## config.mk

```make
export PLATFORM = sky130hd
export DESIGN_NAME = param_updown_counter
export DESIGN_NICKNAME = d
export VERILOG_FILES = /design/src/rtl/param_updown_counter.sv
export SDC_FILE = /design/constraint.sdc
export NUM_CORES = 1
export LEC_CHECK = 0
export CORE_AREA = 2 2 53 55
export CTS_CLUSTER_SIZE = 25
export DETAILED_ROUTE_END_ITERATION = 8
export DIE_AREA = 0 0 55 57
export GPL_TIMING_DRIVEN = 0
export PLACE_DENSITY = 0.83
export SKIP_CTS_REPAIR_TIMING = 1
export SLEW_MARGIN = 10
export SYNTH_ARGS = -nofsm -noshare
export SYNTH_HDL_FRONTEND = slang
export SYNTH_SLANG_ARGS = --single-unit
```

## constraint.sdc

```tcl
create_clock -name CLK -period 5.8 [get_ports CLK]
set_clock_uncertainty 0.2 [all_clocks]
set_input_delay 0.58 -clock CLK [delete_from_list [all_inputs] [get_ports CLK]]
set_output_delay 0.58 -clock CLK [all_outputs]
set_load 0.02 [all_outputs]
```

## src/rtl/param_updown_counter.sv

```systemverilog
// rtl/param_updown_counter.sv - parameterised up/down counter with prescaler tick, modulo, wrap/saturate, load and LED output
//
// Purpose: divides the board clock down to a one-cycle count enable (tick)
// and steps a modulo-MODULO counter on it, either up or down.
// In sat mode the count stops at the end of its range; otherwise it wraps.
//
// Ports:
//   CLK       in   board clock, rising edge
//   reset     in   asynchronous active-low reset
//   clr       in   synchronous clear (highest priority)
//   pause     in   freeze prescaler and counter
//   up_dn     in   1 = count up, 0 = count down
//   sat       in   1 = saturate at range end, 0 = wrap
//   load      in   synchronous parallel load strobe
//   load_val  in   value to load (clamped to MAX)
//   count     out  registered count value
//   LED       out  count, inverted when OUT_INV = 1
//   tick      out  registered prescaler enable pulse
//   tc        out  registered terminal-count pulse

module param_updown_counter #(
  parameter int              WIDTH   = 4,
  parameter longint unsigned MODULO  = 16,
  parameter int              DIV     = 100000,
  parameter bit              OUT_INV = 1'b1
) (
  input  logic             CLK,
  input  logic             reset,
  input  logic             clr,
  input  logic             pause,
  input  logic             up_dn,
  input  logic             sat,
  input  logic             load,
  input  logic [WIDTH-1:0] load_val,
  output logic [WIDTH-1:0] count,
  output logic [WIDTH-1:0] LED,
  output logic             tick,
  output logic             tc
);

  // A one-bit prescaler is kept for DIV = 1 so that the register always exists.
  localparam int              PW       = (DIV > 1) ? $clog2(DIV) : 1;
  localparam logic [PW-1:0]   PRE_LAST = PW'(DIV - 1);
  // MODULO may equal 2**WIDTH, so only MODULO-1 is guaranteed to fit in WIDTH bits.
  localparam logic [WIDTH-1:0] MAX     = WIDTH'(MODULO - 1);

  logic [PW-1:0]    r_pre;
  logic [WIDTH-1:0] r_count;
  logic             r_tick;
  logic             r_tc;

  logic [WIDTH-1:0] w_step_val;
  logic [WIDTH-1:0] w_load_val;
  logic             w_at_term;

  // The terminal value depends on the direction sampled on the step edge.
  assign w_at_term  = up_dn ? (r_count == MAX) : (r_count == '0);
  assign w_load_val = (load_val > MAX) ? MAX : load_val;

  // The increment is only taken below MAX, so it cannot overflow WIDTH bits.
  always_comb begin
    w_step_val = r_count;
    if (up_dn) begin
      if (r_count < MAX) begin
        w_step_val = r_count + WIDTH'(1);
      end else if (!sat) begin
        w_step_val = '0;
      end
    end else begin
      if (r_count != '0) begin
        w_step_val = r_count - WIDTH'(1);
      end else if (!sat) begin
        w_step_val = MAX;
      end
    end
  end

  always_ff @(posedge CLK or negedge reset) begin
    if (!reset) begin
      r_pre   <= '0;
      r_count <= '0;
      r_tick  <= 1'b0;
      r_tc    <= 1'b0;
    end else if (clr) begin
      r_pre   <= '0;
      r_count <= '0;
      r_tick  <= 1'b0;
      r_tc    <= 1'b0;
    end else if (load) begin
      r_pre   <= '0;
      r_count <= w_load_val;
      r_tick  <= 1'b0;
      r_tc    <= 1'b0;
    end else if (pause) begin
      // A tick pending at this edge is dropped: no step is taken while paused.
      r_tick <= 1'b0;
      r_tc   <= 1'b0;
    end else begin
      if (r_pre == PRE_LAST) begin
        r_pre  <= '0;
        r_tick <= 1'b1;
      end else begin
        r_pre  <= r_pre + PW'(1);
        r_tick <= 1'b0;
      end
      // The step is taken on the edge after the registered tick is high.
      if (r_tick) begin
        r_count <= w_step_val;
        r_tc    <= w_at_term;
      end else begin
        r_tc <= 1'b0;
      end
    end
  end

  assign count = r_count;
  assign tick  = r_tick;
  assign tc    = r_tc;
  assign LED   = OUT_INV ? ~r_count : r_count;

endmodule

```

# Word level (Yosys, flattened, before mapping)
# Index checks and enable logic that the tools add are counted.
# totals
wordCells	42
inputBits	11
regBits	23
out_inout_bits	10
# op_classes
bitwise_logic	1
n_addsub	3
n_lt_le_gt_ge	2
eq_ne	5
n_reduce_logical	4
mux	23
# ops
op	count
$mux 17	4
$mux 4	10
$add 17x1->17 const B	1
$eq 17x17->1 const B	1
$ne 5x3->1 const B	2
$mux 1	9
$add 4x1->4 const B	1
$eq 4x4->1 const B	1
$gt 4x4->1 const B	1
$logic_not 4->1	1
$lt 4x4->1 const B	1
$not 4->4	1
$reduce_and 4->1	1
$reduce_bool 4->1	1
$sub 4x1->4 const B	1
$ne 3x2->1 const B	1
$reduce_bool 3->1	1

# Depth between registers and ports, before layout
# depth
depth_word	7
depth_mapped	7
ltp_nobuf	7

# Worst setup path before layout
# No wires, ideal clock.
# synth_path
kind	register -> register
startpoint	register r_count[0] (netlist: count[0])
endpoint	register r_count[3] (netlist: count[3])
required_time_ns	5.496
setup_slack_ns	3.567
setup_ns	0.104
n_path_buf	0
stages_incl_launch_ff	8
period_less_slack_ns	2.233
arrival_time_ns	1.929
cell_sequence	dfrtp_1 -> inv_1 -> ha_1 -> nor4b_1 -> o21ai_0 -> a21boi_2 -> a21oi_1 -> a221oi_1
# synth_between
elab_chain_cells	7
word_cells_on_any_way	14
cone_classes	add/sub: 2; order compare: 1; eq/ne: 2; mux: 7; reduce/logical: 2
# synth_lines
item	line_no	rtl
from (decl)	48	logic [WIDTH-1:0] r_count;
from (signal assigned)	91	r_count <= w_load_val;
from (signal assigned)	108	r_count <= w_step_val;
$sub 4x1->4, or another cell as far along	71	w_step_val = r_count - WIDTH'(1);
$mux 4 (on tied branches)	70, 64	
$mux 4	63	if (up_dn) begin
$mux 4	107	if (r_tick) begin
$mux 4	94	end else if (pause) begin
$mux 4	89	end else if (load) begin
$mux 4	84	end else if (clr) begin
# Parallel ways exist; a longest one is shown, timed or not. The select of a mux whose other input is x is not followed.
# A chain may end at the register's enable or synchronous reset.

# Worst setup path after layout
# layout_path
startpoint	register r_count[3] (netlist: count[3])
endpoint	output LED[3]
# layout_between
elab_chain_cells	1
# layout_lines
item	line_no	rtl
$not 4->4	119	assign LED = OUT_INV ? ~r_count : r_count;
to (decl)	36	output logic [WIDTH-1:0] LED,
# No other way between the ends.

==> impl_metrics.prom <==
# TYPE chip_impl_metric gauge
chip_impl_metric{name="area.growth.synth_to_final",unit="%"} 18.5
chip_impl_metric{name="regArea",unit="um^2"} 576
chip_impl_metric{name="post-route-min-period",unit="ps"} 2380
chip_impl_metric{name="power.share.sequential",unit="%"} 54.7
chip_impl_metric{name="switching_power",unit="uW"} 92.8
chip_impl_metric{name="netlist_area",unit="um^2"} 1440
chip_impl_info{name="r2r_start",value="count[0]"} 1
chip_impl_metric{name="powerDensity",unit="nW/um^2"} 182
chip_impl_metric{name="yosysWarningCount",unit=""} 0
chip_impl_info{name="cts_tree",value="done"} 1
chip_impl_info{name="cp_startpoint_kind",value="register"} 1
chip_impl_info{name="worst_hold_startpoint",value="r_pre[0]"} 1
chip_impl_info{name="outcome",value="complete, no violations"} 1
chip_impl_info{name="top_post_synthesis_cells_by_area",value="sky130_fd_sc_hd__dfrtp_1 (40%), sky130_fd_sc_hd__nand2_1 (4.9%), sky130_fd_sc_hd__a21oi_1 (4.5%)"} 1
chip_impl_info{name="hold_class",value="reg -> reg"} 1
chip_impl_metric{name="finalCoreUtilization",unit="%"} 65.4
chip_impl_metric{name="grt_pass1_vias",unit=""} 1246
chip_impl_info{name="mostFrequentLayoutCell",value="sky130_fd_sc_hd__dfrtp_1"} 1
chip_impl_metric{name="clk-insertion-delay-late",unit="ps"} 330
chip_impl_metric{name="asyncSetResetFlopFracSynth",unit="%"} 100
chip_impl_metric{name="dpl.cell_count",unit=""} 213
chip_impl_metric{name="cts.reportedPaths.clkPinSlew",unit="ps"} 130
chip_impl_metric{name="max_freq",unit="MHz"} 421
chip_impl_metric{name="synth.yosys.seq_area_share",unit="%"} 39.9
chip_impl_info{name="synth_ff_type",value="sky130_fd_sc_hd__dfrtp_1"} 1
chip_impl_metric{name="worst-endpoint-arrival",unit="ps"} 1600
chip_impl_metric{name="layoutNonFillerInstCount",unit=""} 217
chip_impl_metric{name="clock_sinks",unit=""} 23
chip_impl_metric{name="final_layout_size_suffix_gt1_share",unit="%"} 8.06
chip_impl_info{name="rsz_0062_raised_after_global_routing",value="no"} 1
chip_impl_metric{name="synth_edf_count",unit=""} 0
chip_impl_metric{name="drcViolationCount",unit=""} 0
chip_impl_metric{name="post_synth_inst_count",unit=""} 162
chip_impl_metric{name="cap_viol_max_count",unit=""} 0
chip_impl_metric{name="worst_slew_pin_slew",unit="ps"} 1030
chip_impl_metric{name="fp-row-count",unit=""} 19
chip_impl_metric{name="core",unit="um^2"} 2620
chip_impl_metric{name="cts_htree_levels",unit=""} 1
chip_impl_info{name="layout.cells.most_common_list",value="sky130_fd_sc_hd__dfrtp_1 (23), sky130_fd_sc_hd__clkdlybuf4s50_1 (20), sky130_fd_sc_hd__nand2_1 (19)"} 1
chip_impl_metric{name="grt_max_degree",unit=""} 24
chip_impl_info{name="critical_path_class",value="reg -> out"} 1
chip_impl_metric{name="clock_power_share",unit="%"} 25.2
chip_impl_metric{name="fin_crit_sh",unit="%"} 41.0
chip_impl_metric{name="grt_remaining_overflow",unit=""} 0
chip_impl_metric{name="ioPinCount",unit=""} 21
chip_impl_metric{name="synth_top_area_share",unit="%"} 39.9
chip_impl_metric{name="io_port_bufs",unit=""} 20
chip_impl_metric{name="gpl.final_weighted_congestion",unit=""} 0.849
chip_impl_metric{name="final-hold-violation-count",unit=""} 0
chip_impl_info{name="critPathCaptureType",value="output pin"} 1
chip_impl_metric{name="switching_share",unit="%"} 29.8
chip_impl_metric{name="average_wire_per_standard_cell",unit="um"} 15.4
chip_impl_metric{name="crit_required",unit="ps"} 5020
chip_impl_info{name="synth_largest_area_cell",value="sky130_fd_sc_hd__dfrtp_1"} 1
chip_impl_metric{name="area_of_combinational_cells_with_multiple_inputs",unit="um^2"} 805
chip_impl_metric{name="vdd_ir_drop_max",unit="uV"} 127
chip_impl_metric{name="die_h",unit="um"} 57
chip_impl_metric{name="antenna_cells_inserted",unit=""} 0
chip_impl_metric{name="avgSynthCellArea",unit="um^2"} 8.91
chip_impl_metric{name="mappedNetlistNets",unit=""} 176
chip_impl_metric{name="synth-seq-cells",unit=""} 23
chip_impl_metric{name="place.detailed.hpwl",unit="um"} 2430
chip_impl_metric{name="grt_first_pass_wirelength",unit="um"} 5640
chip_impl_metric{name="fillCellCount",unit=""} 217
chip_impl_metric{name="die_width",unit="um"} 55
chip_impl_metric{name="final_max_slew_viol_count",unit=""} 0
chip_impl_metric{name="slew_headroom",unit="%"} 30.9
chip_impl_metric{name="finalNetCount",unit=""} 201
chip_impl_metric{name="power.static_leakage",unit="uW"} 0.000706
chip_impl_info{name="crit_path_start",value="count[3]"} 1
chip_impl_metric{name="finalWirelength",unit="um"} 3340
chip_impl_metric{name="maximum_fanout_along_the_worst_path",unit=""} 8
chip_impl_metric{name="cts.path.max_buffers",unit=""} 2
chip_impl_metric{name="detail-route-antenna-nets",unit=""} 0
chip_impl_metric{name="number_of_antenna_violations_at_the_first_check_in_global_routing",unit=""} 0
chip_impl_metric{name="detailedRoute.firstIterationViolations",unit=""} 85
chip_impl_info{name="clockRootBuffer",value="sky130_fd_sc_hd__clkbuf_4"} 1
chip_impl_metric{name="initial_core_util",unit="%"} 55.2
chip_impl_metric{name="synth_cell_type_count",unit=""} 47
chip_impl_metric{name="dr.pass1.iters",unit=""} 4
chip_impl_metric{name="detail_route.vias_per_cell",unit=""} 6.13
chip_impl_metric{name="timing.setup.tns",unit="ps"} 0
chip_impl_metric{name="fp.dieArea",unit="um^2"} 3140
chip_impl_metric{name="setup_viol",unit=""} 0
chip_impl_metric{name="combPwrFrac",unit="%"} 20.1
chip_impl_metric{name="vias",unit=""} 1330
chip_impl_metric{name="cts_buffers",unit=""} 3
chip_impl_metric{name="track_usage",unit="%"} 24.3
chip_impl_metric{name="internal-power",unit="uW"} 219
==> logic make-up after synthesis <==
group	Yosys count	synth area share (%)
flops	23	39.9
simple gates	68	26.9
mux	4	2.78
xor+xnor	4	2.43
fa+ha+maj	3	2.60
buf+inv	13	4.34
compound gates	47	21.1
==> through the flow <==
stage | instance area (um^2) | hold WS (ps) | power (uW) | setup WS, ps
3_5_place_dp | 1680 | 340 | 236 | 3110
3_3_place_gp | 1680 | 324 | 233 | 3140
6_report | 1710 | 359 | 311 | 3420
5_1_grt | 1710 | 381 | 328 | 3170
4_1_cts | 1710 | 360 | 314 | 3420
2_1_floorplan | 1440 | 84.4 | 205 | 3570
==> sequential cells by signal, summed over array words and instances (netlist names) <==
register  count
count         4
r_pre        17
tc            1
tick          1
==> area by class of cell <==
| type | instances | share of cell area, % |
|---|---|---|
| Buffer | 6 | 2.12 |
| Multi-Input combinational cell | 126 | 47.1 |
| Clock buffer | 3 | 1.32 |
| Tap cell | 31 | 2.27 |
| Sequential cell | 23 | 33.7 |
| Timing Repair Buffer | 20 | 11.7 |
| Clock inverter | 1 | 0.293 |
| Inverter | 7 | 1.54 |
==> path summary, 6_finish.rpt <==
check                            end  slack (ps)  depth (start not counted)
max                           LED[3]        3420                          2
min                         r_pre[0]         360                          1
max reg2reg                 count[3]        3480                          7
min reg2reg                 r_pre[0]         360                          1
max in group asynchronous   count[3]        4180                          1
min in group asynchronous  r_pre[14]         600                          1
==> synth_stat cells, types with 3 or more instances <==
cell type and number:
sky130_fd_sc_hd__dfrtp_1 23, sky130_fd_sc_hd__nand2_1 19, sky130_fd_sc_hd__a21oi_1 13, sky130_fd_sc_hd__o21ai_0 10, sky130_fd_sc_hd__nand3_1 8, sky130_fd_sc_hd__inv_1 7
sky130_fd_sc_hd__and3_1 6, sky130_fd_sc_hd__a31oi_1 5, sky130_fd_sc_hd__nor2_1 5, sky130_fd_sc_hd__nor3_1 5, sky130_fd_sc_hd__mux2i_1 4, sky130_fd_sc_hd__o21a_1 4
sky130_fd_sc_hd__ha_1 3, sky130_fd_sc_hd__nand4_1 3, sky130_fd_sc_hd__nor2b_1 3, sky130_fd_sc_hd__nor4_1 3, sky130_fd_sc_hd__o211ai_1 3, sky130_fd_sc_hd__xor2_1 3
==> critical path, cell delays in order (launching register included) <==
cell and delay, ps:
sky130_fd_sc_hd__dfrtp_1 500, sky130_fd_sc_hd__inv_1 150, sky130_fd_sc_hd__clkdlybuf4s50_1 630
==> metal layers <==
metal  up-vias  GRT usage [%]  part of all wire (%)
met3         5           3.14                   5.2
met1       627           36.7                    47
met2        42           35.4                    46
met4         0           9.41                   1.7
li1        656              -                     -
met5         -              0                     0
==> power groups by stage <==
stage / registers (uW) / clock network (uW) / logic (uW)
3_3_place_gp: 172 / 0 / 60.6
2_1_floorplan: 175 / 0 / 30.4
3_5_place_dp: 173 / 0 / 62.7
6_report: 170 / 78.5 / 62.7
5_1_grt: 171 / 87.7 / 69.6
4_1_cts: 170 / 81.3 / 63.1
Power figures use the tool's default switching activity.
